==> src/rtl/mbist_march_ctrl_pkg.sv <==
// Shared types and constants for the March C- MBIST controller.
//   state_e      : controller states (IDLE, WRITE, READ, CHECK, DONE)
//   march_elem_e : March C- elements M0..M5
//   elem_cfg_t   : per-element sweep direction, read/write ops and patterns
package mbist_pkg;

  typedef enum logic [2:0] {
    ST_IDLE,
    ST_WRITE,
    ST_READ,
    ST_CHECK,
    ST_DONE
  } state_e;

  typedef enum logic [2:0] {
    M0,
    M1,
    M2,
    M3,
    M4,
    M5
  } march_elem_e;

  // up: ascending sweep; rd/wr: op present; *_pat: 0 = all zeros, 1 = all ones
  typedef struct packed {
    logic up;
    logic rd;
    logic rd_pat;
    logic wr;
    logic wr_pat;
  } elem_cfg_t;

  localparam elem_cfg_t CFG_M0 = '{up: 1'b1, rd: 1'b0, rd_pat: 1'b0, wr: 1'b1, wr_pat: 1'b0};
  localparam elem_cfg_t CFG_M1 = '{up: 1'b1, rd: 1'b1, rd_pat: 1'b0, wr: 1'b1, wr_pat: 1'b1};
  localparam elem_cfg_t CFG_M2 = '{up: 1'b1, rd: 1'b1, rd_pat: 1'b1, wr: 1'b1, wr_pat: 1'b0};
  localparam elem_cfg_t CFG_M3 = '{up: 1'b0, rd: 1'b1, rd_pat: 1'b0, wr: 1'b1, wr_pat: 1'b1};
  localparam elem_cfg_t CFG_M4 = '{up: 1'b0, rd: 1'b1, rd_pat: 1'b1, wr: 1'b1, wr_pat: 1'b0};
  localparam elem_cfg_t CFG_M5 = '{up: 1'b0, rd: 1'b1, rd_pat: 1'b0, wr: 1'b0, wr_pat: 1'b0};

  // Element table lookup
  function automatic elem_cfg_t elem_cfg(input march_elem_e e);
    case (e)
      M0:      return CFG_M0;
      M1:      return CFG_M1;
      M2:      return CFG_M2;
      M3:      return CFG_M3;
      M4:      return CFG_M4;
      default: return CFG_M5;
    endcase
  endfunction

  // Element sequencing; M5 is terminal
  function automatic march_elem_e next_elem(input march_elem_e e);
    case (e)
      M0:      return M1;
      M1:      return M2;
      M2:      return M3;
      M3:      return M4;
      default: return M5;
    endcase
  endfunction

endpackage

==> src/rtl/mbist_march_ctrl_if.sv <==
// Bus bundle between the MBIST controller and its RAM/comparator side.
//   master modport: controller (drives RAM controls and status)
//   slave  modport: RAM/comparator side (drives start and eq)
interface mbist_march_ctrl_if #(
  parameter int unsigned ADDR_W = 6,
  parameter int unsigned DATA_W = 8
);
  logic              start;
  logic              eq;
  logic              cen;
  logic              rwbar;
  logic [ADDR_W-1:0] address;
  logic [DATA_W-1:0] data_t;
  logic              busy;
  logic              done;
  logic              fail;
  logic [ADDR_W-1:0] fail_addr;

  modport master (
    input  start, eq,
    output cen, rwbar, address, data_t, busy, done, fail, fail_addr
  );

  modport slave (
    output start, eq,
    input  cen, rwbar, address, data_t, busy, done, fail, fail_addr
  );
endinterface

==> src/rtl/mbist_march_ctrl_addr_counter.sv <==
// Address counter for the March sweep.
//   clk, rst    : clock, async active-high reset (count -> 0)
//   load_i      : load 0 (load_top_i=0) or N-1 (load_top_i=1)
//   en_i, up_i  : step by one, ascending when up_i
//   cnt_o       : current address
//   tc_o        : terminal count for the current direction
module mbist_addr_counter #(
  parameter int unsigned ADDR_W = 6
) (
  input  logic              clk,
  input  logic              rst,
  input  logic              load_i,
  input  logic              load_top_i,
  input  logic              en_i,
  input  logic              up_i,
  output logic [ADDR_W-1:0] cnt_o,
  output logic              tc_o
);
  localparam logic [ADDR_W-1:0] TOP = '1;

  logic [ADDR_W-1:0] cnt_q;

  always_ff @(posedge clk or posedge rst) begin
    if (rst) begin
      cnt_q <= '0;
    end else if (load_i) begin
      cnt_q <= load_top_i ? TOP : '0;
    end else if (en_i) begin
      cnt_q <= up_i ? cnt_q + ADDR_W'(1) : cnt_q - ADDR_W'(1);
    end
  end

  assign cnt_o = cnt_q;
  assign tc_o  = up_i ? (cnt_q == TOP) : (cnt_q == '0);
endmodule

==> src/rtl/mbist_march_ctrl.sv <==
// March C- memory BIST controller (15*N cycles per test).
//   clk, rst : clock, async active-high reset
//   bus      : mbist_march_ctrl_if.master -- start/eq in; cen, rwbar,
//              address, data_t, busy, done, fail, fail_addr out
// Build option: define MBIST_FAIL_LOG_EN to capture the first miscompare
// address in fail_addr; otherwise fail_addr is tied to 0.
import mbist_pkg::*;

module mbist_march_ctrl #(
  parameter int unsigned ADDR_W = 6,
  parameter int unsigned DATA_W = 8
) (
  input  logic                clk,
  input  logic                rst,
  mbist_march_ctrl_if.master  bus
);
  state_e            state_q;
  march_elem_e       elem_q;
  logic              cen_q, rwbar_q, busy_q, done_q, fail_q;
  logic [DATA_W-1:0] data_q;

  logic [ADDR_W-1:0] addr;
  logic              tc;

  elem_cfg_t         cfg_c, nxt_cfg_c;
  march_elem_e       nxt_elem_c;
  logic              accept_c, last_op_c, finish_c, miscmp_c;
  logic              cnt_load_c, cnt_top_c, cnt_en_c;

  function automatic logic [DATA_W-1:0] pat(input logic b);
    return {DATA_W{b}};
  endfunction

  // Sequencing decisions: when an address is finished, step or move to the next element
  always_comb begin
    cfg_c      = elem_cfg(elem_q);
    accept_c   = ((state_q == ST_IDLE) || (state_q == ST_DONE)) && bus.start;
    last_op_c  = (state_q == ST_WRITE) || ((state_q == ST_CHECK) && !cfg_c.wr);
    finish_c   = last_op_c && tc && (elem_q == M5);
    miscmp_c   = (state_q == ST_CHECK) && !bus.eq;
    nxt_elem_c = elem_q;
    if (last_op_c && tc && (elem_q != M5)) begin
      nxt_elem_c = next_elem(elem_q);
    end
    nxt_cfg_c  = elem_cfg(nxt_elem_c);
    cnt_load_c = accept_c || (last_op_c && tc && !finish_c);
    cnt_top_c  = !accept_c && !nxt_cfg_c.up;
    cnt_en_c   = last_op_c && !tc;
  end

  logic unused_cfg_c;
  assign unused_cfg_c = ^{cfg_c.rd, cfg_c.rd_pat, nxt_cfg_c.wr};

  mbist_addr_counter #(.ADDR_W(ADDR_W)) u_addr_cnt (
    .clk        (clk),
    .rst        (rst),
    .load_i     (cnt_load_c),
    .load_top_i (cnt_top_c),
    .en_i       (cnt_en_c),
    .up_i       (cfg_c.up),
    .cnt_o      (addr),
    .tc_o       (tc)
  );

  // Controller FSM with registered RAM controls and status
  always_ff @(posedge clk or posedge rst) begin
    if (rst) begin
      state_q <= ST_IDLE;
      elem_q  <= M0;
      cen_q   <= 1'b0;
      rwbar_q <= 1'b1;
      data_q  <= '0;
      busy_q  <= 1'b0;
      done_q  <= 1'b0;
      fail_q  <= 1'b0;
    end else begin
      case (state_q)
        ST_IDLE, ST_DONE: begin
          if (bus.start) begin
            state_q <= ST_WRITE;
            elem_q  <= M0;
            cen_q   <= 1'b1;
            rwbar_q <= 1'b0;
            data_q  <= pat(1'b0);
            busy_q  <= 1'b1;
            done_q  <= 1'b0;
            fail_q  <= 1'b0;
          end
        end
        ST_READ: begin
          // RAM data arrives next cycle; hold address and expected data
          state_q <= ST_CHECK;
          cen_q   <= 1'b0;
        end
        ST_WRITE, ST_CHECK: begin
          if (miscmp_c) begin
            fail_q <= 1'b1;
          end
          if ((state_q == ST_CHECK) && cfg_c.wr) begin
            state_q <= ST_WRITE;
            cen_q   <= 1'b1;
            rwbar_q <= 1'b0;
            data_q  <= pat(cfg_c.wr_pat);
          end else if (finish_c) begin
            state_q <= ST_DONE;
            cen_q   <= 1'b0;
            rwbar_q <= 1'b1;
            busy_q  <= 1'b0;
            done_q  <= 1'b1;
          end else begin
            elem_q <= nxt_elem_c;
            cen_q  <= 1'b1;
            if (nxt_cfg_c.rd) begin
              state_q <= ST_READ;
              rwbar_q <= 1'b1;
              data_q  <= pat(nxt_cfg_c.rd_pat);
            end else begin
              state_q <= ST_WRITE;
              rwbar_q <= 1'b0;
              data_q  <= pat(nxt_cfg_c.wr_pat);
            end
          end
        end
        default: state_q <= ST_IDLE;
      endcase
    end
  end

`ifdef MBIST_FAIL_LOG_EN
  logic [ADDR_W-1:0] fail_addr_q;

  // First-miscompare address; later miscompares leave it alone
  always_ff @(posedge clk or posedge rst) begin
    if (rst) begin
      fail_addr_q <= '0;
    end else if (accept_c) begin
      fail_addr_q <= '0;
    end else if (miscmp_c && !fail_q) begin
      fail_addr_q <= addr;
    end
  end

  assign bus.fail_addr = fail_addr_q;
`else
  assign bus.fail_addr = '0;
`endif

  assign bus.cen     = cen_q;
  assign bus.rwbar   = rwbar_q;
  assign bus.address = addr;
  assign bus.data_t  = data_q;
  assign bus.busy    = busy_q;
  assign bus.done    = done_q;
  assign bus.fail    = fail_q;
endmodule

==> src/flat_wrapper.sv <==
// flat-port wrapper written by rule: the top's interface ports become plain ports
module mbist_march_ctrl_flat 
#(
  parameter int unsigned ADDR_W = 6,
  parameter int unsigned DATA_W = 8
)
  (clk, rst, bus_start, bus_eq, bus_cen, bus_rwbar, bus_address, bus_data_t, bus_busy, bus_done, bus_fail, bus_fail_addr);
  mbist_march_ctrl_if #(.ADDR_W(ADDR_W), .DATA_W(DATA_W)) bus_i ();
  input  logic clk;
  input  logic rst;
  input wire logic [$bits(bus_i.start)-1:0] bus_start;
  input wire logic [$bits(bus_i.eq)-1:0] bus_eq;
  output wire logic [$bits(bus_i.cen)-1:0] bus_cen;
  output wire logic [$bits(bus_i.rwbar)-1:0] bus_rwbar;
  output wire logic [$bits(bus_i.address)-1:0] bus_address;
  output wire logic [$bits(bus_i.data_t)-1:0] bus_data_t;
  output wire logic [$bits(bus_i.busy)-1:0] bus_busy;
  output wire logic [$bits(bus_i.done)-1:0] bus_done;
  output wire logic [$bits(bus_i.fail)-1:0] bus_fail;
  output wire logic [$bits(bus_i.fail_addr)-1:0] bus_fail_addr;
  assign bus_i.start = bus_start;
  assign bus_i.eq = bus_eq;
  assign bus_cen = bus_i.cen;
  assign bus_rwbar = bus_i.rwbar;
  assign bus_address = bus_i.address;
  assign bus_data_t = bus_i.data_t;
  assign bus_busy = bus_i.busy;
  assign bus_done = bus_i.done;
  assign bus_fail = bus_i.fail;
  assign bus_fail_addr = bus_i.fail_addr;
  mbist_march_ctrl #(.ADDR_W(ADDR_W), .DATA_W(DATA_W)) u_core (.clk(clk), .rst(rst), .bus(bus_i));
endmodule
==> config.mk <==
export PLATFORM = sky130hd
export DESIGN_NAME = mbist_march_ctrl_flat
export DESIGN_NICKNAME = d
export VERILOG_FILES = /design/src/rtl/mbist_march_ctrl_pkg.sv /design/src/rtl/mbist_march_ctrl_if.sv /design/src/rtl/mbist_march_ctrl_addr_counter.sv /design/src/rtl/mbist_march_ctrl.sv /design/src/flat_wrapper.sv
export SDC_FILE = /design/constraint.sdc
export NUM_CORES = 1
export LEC_CHECK = 0
export ABC_AREA = 1
export BUFFER_PORTS_ARGS = -buffer_cell sky130_fd_sc_hd__buf_4
export CELL_PAD_IN_SITES_DETAIL_PLACEMENT = 1
export CELL_PAD_IN_SITES_GLOBAL_PLACEMENT = 1
export CORE_ASPECT_RATIO = 1.75
export CORE_MARGIN = 5
export CORE_UTILIZATION = 40
export CTS_BUF_LIST = sky130_fd_sc_hd__clkbuf_8 sky130_fd_sc_hd__clkbuf_16
export CTS_CLUSTER_DIAMETER = 200
export DETAILED_ROUTE_END_ITERATION = 7
export PLACE_DENSITY_LB_ADDON = 0.12
export SLEW_MARGIN = 15
export SYNTH_ARGS = -nofsm -noshare
export SYNTH_HDL_FRONTEND = slang
export SYNTH_SLANG_ARGS = --single-unit
export TNS_END_PERCENT = 50
==> constraint.sdc <==
create_clock -name clk -period 4.2 [get_ports clk]
set_input_delay 0 -clock clk [delete_from_list [all_inputs] [get_ports clk]]
set_output_delay 0 -clock clk [all_outputs]
set_load 0.01 [all_outputs]
# After elaboration in Yosys (flattened, before gate mapping)
# Index checks and enable logic that the tools add are counted.
# op_classes
n_eq_ne	21
n_reduce_logical	34
mux	40
n_addsub	2
# ops
cell	n
one-hot mux 5 bit (5 select lines)	2
2-to-1 mux 8 bit	4
2-to-1 mux 6 bit	4
2-to-1 mux 3 bit	7
equality test 3 x 2 -> 1 bit, second input constant	6
one-hot mux 8 bit (2 select lines)	1
2-to-1 mux 1 bit	13
equality test 3 bit, second input constant	4
one-hot mux 3 bit (4 select lines)	1
logical AND 1 bit	10
equality test 3 x 1 -> 1 bit, second input constant	3
zero test 3 bit	3
one-hot mux 3 bit (3 select lines)	1
one-hot mux 1 bit (2 select lines)	4
AND reduction 4 bit	2
adder 6 x 1 -> 6 bit, second input constant	1
equality test 6 bit, second input constant	1
zero test 1 bit	6
zero test 6 bit	1
inequality test 2 bit, second input constant	3
inequality test 3 bit, second input constant	2
one-hot mux 3 bit (2 select lines)	1
AND reduction 3 bit	2
subtractor 6 x 1 -> 6 bit, second input constant	1
other kinds (8)	14
# word_totals
word_cells	106
inputBits	4
regBits	25

# Depth between registers and ports, before layout
# depth
ltp_word	14
mapped_depth	12

# Modules after synthesis
# A second synthesis with hierarchy kept.
# unflattened
hier_cells	186
area_unflattened_um2	1327.5
# modules_own_cells
module	area_each_um2	seq_area_each_um2	cells_per_inst	instances
mbist_march_ctrl	848.3	301.5	117	1
mbist_addr_counter	479.2	150.1	69	1

# Least setup slack after synthesis
# OpenSTA, ideal clock, no wires.
# synth_timing
kind	register -> register
from	register u_core.elem_q[2]
to	register u_core.u_addr_cnt.cnt_q[4], in the netlist u_core.u_addr_cnt.cnt_o[4]
stages_incl_launch_ff	11
required_ps	4076
setup_slack_ps	2452
setup_time_ps	124
arrival_time_ps	1625
cell_sequence	dfrtp_1 > inv_2 > nand2_4 > fa_1 > nand2_1 > inv_1 > o21ai_0 > nand2_1 > xor2_1 > o21ai_0 > a21oi_1
# synth_via
elab_chain_cells	14
elab_cells_between_ends	35
cone_classes	10 x eq/ne; 9 x mux; 16 x reduce/logical
# synth_rtl
element	line	text
start: declaration	mbist_march_ctrl.sv:18	march_elem_e elem_q;
start signal: assignment	mbist_march_ctrl.sv:111	elem_q <= nxt_elem_c;
equality test 3 bit (tied with other cells)	mbist_march_ctrl_pkg.sv:42	case (e)
one-hot mux 5 bit (5 select lines)	mbist_march_ctrl_pkg.sv:42	
zero test 1 bit	mbist_march_ctrl.sv:38	last_op_c = (state_q == ST_WRITE) || ((state_q == ST_CHECK) && !cfg_c.wr);
logical AND 1 bit	mbist_march_ctrl.sv:38	
logical OR 1 bit	mbist_march_ctrl.sv:38	
logical AND 1 bit	mbist_march_ctrl.sv:39, mbist_march_ctrl.sv:42, mbist_march_ctrl.sv:46	
logical AND 1 bit	mbist_march_ctrl.sv:42	if (last_op_c && tc && (elem_q != M5)) begin
2-to-1 mux 3 bit	mbist_march_ctrl.sv:42	
equality test 3 bit (tied with other cells)	mbist_march_ctrl_pkg.sv:42	
one-hot mux 5 bit (5 select lines)	mbist_march_ctrl_pkg.sv:42	
zero test 1 bit	mbist_march_ctrl.sv:47	cnt_top_c = !accept_c && !nxt_cfg_c.up;
logical AND 1 bit	mbist_march_ctrl.sv:47	
2-to-1 mux 6 bit	mbist_march_ctrl_addr_counter.sv:27	cnt_q <= load_top_i ? TOP : '0;
2-to-1 mux 6 bit	mbist_march_ctrl_addr_counter.sv:26	end else if (load_i) begin
end signal: assignment	mbist_march_ctrl_addr_counter.sv:27	
end signal: assignment	mbist_march_ctrl_addr_counter.sv:29	cnt_q <= up_i ? cnt_q + ADDR_W'(1) : cnt_q - ADDR_W'(1);
end: declaration	mbist_march_ctrl_addr_counter.sv:21	logic [ADDR_W-1:0] cnt_q;
# Parallel ways exist; a longest one is shown, timed or not. The select of a mux whose other input is x is not followed.
# A chain may end at the register's enable or synchronous reset.

# Final worst setup path
# layout_timing
from	register u_core.elem_q[1]
to	register u_core.u_addr_cnt.cnt_q[4], in the netlist u_core.u_addr_cnt.cnt_o[4]
# The elaborated chain is that of the path after synthesis.

==> reports/results.tsv <==
stage	metric	value	unit
clock_tree	insertion_delay	260	ps
synthesis	yosysWarningCount	0	
finish	num_antenna_cells	0	
timing	finalCriticalPeriod	2000	ps
clock_tree	cts_tree	built	
hold_path	min_to	u_core.state_q[2]	
critical_path	r2r.worst_path.cells	10	
hold_path	whs_path_depth	4	
drt	routedWlPerCell	15.1	µm
finish	area_growth_syn_to_layout	15.4	%
synthesis	synth_seq_cells	18	
floorplanning	core-area	3330	µm²
hold_path	hold_class	in2reg	
critical_path	path_class	reg2reg	
synthesis	ys_seq_area_frac	0.334	
finish	nets	203	
timing	clock.fmax	501	MHz
critical_path	cp.arrival	2140	ps
critical_path	worstPathRequired	4340	ps
hold_path	min-delay-start	bus_start	
critical_path	slowest_stage	dfrtp_1	
global_route	grt_overflow_total	0	
clock_tree	clock-root-buffer	clkbuf_8	
clock_tree	cts_htree_levels	1	
drt	via_per_inst	5.07	
timing	final.period_utilization	0.476	
drt	vias	1207	
power	power.density	701	nW/µm²
critical_path	end_kind	flip-flop	
job	cap_viol_max_count	0	
critical_path	r2r_end	u_core.u_addr_cnt.cnt_o[4]	
floorplanning	rows	28	
power	leakage	0.000821	µW
global_route	grt_pass1_wl	6180	µm
clock_tree	clk_pin_slew_worst_paths	70	ps
placement	numPortBuffers	22	
clock_tree	clock_path_buffers	2	
global_route	grt_max_degree	19	
critical_path	r2r_slack	2200	ps
drt	final_antenna_net_count	0	
timing	setup_tns	0	ps
floorplanning	io_pins	29	
synthesis	ys_types	28	
placement	gp_congestion	0.886	
run_status	status	complete, no violations	
critical_path	setup.worst_path.start	u_core.elem_q[1]	
timing	setup_viol	0	
floorplanning	die_w	54.0	µm
synthesis	synth.avg_cell_area	7.77	µm²
synthesis	syn_area	1350	µm²
drt	drt_iter0_drc	15	
global_route	first_global_vias	1322	
drt	drt_first_pass_iters	4	
critical_path	slowest_delay	450	ps
placement	hpwlAfterDp	2940	µm
floorplanning	start_util	0.406	
critical_path	cp_max_fo	10	
timing	finClkSkew	1.60	ps
drt	wl	3600	µm
global_route	grtUsageTotal	0.178	
clock_tree	cts.sinks	18	
timing	setup_slack	2200	ps
drt	drc	0	
finish	drive_gt1_frac	0.249	
critical_path	crit_path_cell_trace	nand2_2 -> nand2_4 -> fa_1 -> nand2_1 -> inv_1 -> o21ai_0 -> nand2_1 -> xor2_1 -> o21ai_0 -> a21oi_1	
timing	tightest_slew	706	ps
timing	rsz0062_at_grt	no	
clock_tree	numCtsBuffers	3	
critical_path	cp-start-kind	flip-flop	
power	power	1090	µW
timing	max_slew_margin	0.529	
synthesis	syn_inst	174	
floorplanning	dieHeight	86.9	µm
global_route	antenna_found_initial	0	
timing	slew_viol_final	0	
placement	pre_cts_slack	2250	ps
power	vdd_drop_max	0.349	mV
timing	hold_violations	0	
floorplanning	dieArea	4690	µm²
critical_path	worstReg2RegStart	u_core.elem_q[1]	
[synth_stat cells]
master	instances	area share
o22ai_1	3	0.014
a22o_1	1	0.0065
nand3_4	2	0.026
buf_4	13	0.072
ha_1	4	0.037
o211ai_1	1	0.0056
fa_1	1	0.015
nor2_1	24	0.067
dfrtp_1	17	0.31
conb_1	1	0.0028
nand2_2	5	0.023
dfstp_2	1	0.019
nand3_1	5	0.018
a21oi_1	10	0.037
inv_4	1	0.0046
inv_2	2	0.0056
nand2_1	30	0.083
o21ai_0	10	0.037
nand4_4	1	0.016
o21a_1	1	0.0056
nand3_2	3	0.022
nand4_1	4	0.018
o32ai_1	1	0.0065
nand2_4	6	0.050
nor2_2	1	0.0046
xor2_1	4	0.026
inv_1	21	0.058
a31oi_1	1	0.0046
[worst max-delay path: cells and delay by family (launching register included)]
family,cells,cell delay (ps)
adders and majority gates,1,400
buffers and inverters,1,50
DFF,1,450
and+or+nand+nor,4,400
xor gates and xnor gates,1,140
AOI/OAI and AO/OA,3,460
[area by class of cell]
cell class	count	area [µm²]
timing repair buffer	23	175
inverter	24	92.6
tap	45	56.3
clock buffer	4	55.1
fill	441	1770
sequential	18	452
multi-input combinational	124	729
[per-stage QoR]
step	area, µm²	hold slack [ps]	cells	utilization
global route	1560	67.0	238	0.469
CTS	1560	46.7	238	0.469
detailed placement	1500	169	233	0.449
global placement	1500	153	233	0.449
finish	1560	45.3	238	0.469
floorplan	1370	-62.2	179	-
[power by group]
part	internal (µW)	switching (µW)	total (µW)
clock	83.4	63.2	147
combinational	251	367	619
sequential	240	88.2	328
[logic make-up after synthesis]
kind of cell / after synthesis / synth area share
simple gates: 81 / 0.328
buf+inv: 37 / 0.141
compound gates: 28 / 0.117
flops: 18 / 0.334
fa+ha+maj: 5 / 0.0518
xor+xnor: 4 / 0.0259
other cells: 1 / 0.00277
[how the worst max path moves through the flow]
stage,endpoint,slack (ps),cells past startpoint
2_1_floorplan,u_core.u_addr_cnt.cnt_o[4],2450,10
3_3_place_gp,u_core.u_addr_cnt.cnt_o[5],2340,10
3_5_place_dp,u_core.u_addr_cnt.cnt_o[4],2250,10
4_1_cts,u_core.u_addr_cnt.cnt_o[4],2220,10
5_1_grt,u_core.u_addr_cnt.cnt_o[4],2020,10
6_report,u_core.u_addr_cnt.cnt_o[4],2200,10
[layer usage]
layer	global-route usage	share of wire	vias to the layer above
met3	0.0206	0.027	4
met1	0.166	0.33	601
met4	0.0674	0.016	0
met5	0	0	-
met2	0.361	0.63	22
li1	-	-	580
[repair_timing]
item                                    4_1_cts  5_1_grt
resized for setup                             0        0
hold buffers                                  1        0
buffers inserted                              0        0
endpoints found under the setup margin        0        0
endpoints found under the hold margin        17        0
[sequential cells by signal (all words and copies together), names as in the netlist]
name	cells
u_core.bus.data_t	1
u_core.bus.busy	1
u_core.u_addr_cnt.cnt_o	6
u_core.state_q	3
u_core.bus.done	1
u_core.bus.cen	1
u_core.bus.rwbar	1
u_core.elem_q	3
u_core.bus.fail	1
[layout by cell type (no fill, tap or decap)]
cell type	synthesis	layout
a31oi_1	1	1
nand4_1	4	4
o21a_1	1	1
xor2_1	4	4
nor2_2	1	1
nand3_2	3	3
dfstp_2	1	1
inv_4	1	1
buf_4	13	22
nand3_1	5	5
a21oi_1	10	10
ha_1	4	4
clkbuf_8	0	4
o211ai_1	1	1
nand2_1	30	30
inv_1	21	21
nand3_4	2	2
o21ai_0	10	10
dfrtp_1	17	17
o22ai_1	3	3
inv_2	2	2
dlygate4sd3_1	0	1
o32ai_1	1	1
nand4_4	1	1
nor2_1	24	24
a22o_1	1	1
conb_1	1	6
nand2_2	5	5
fa_1	1	1
nand2_4	6	6
(Power assumes the default switching activity.)
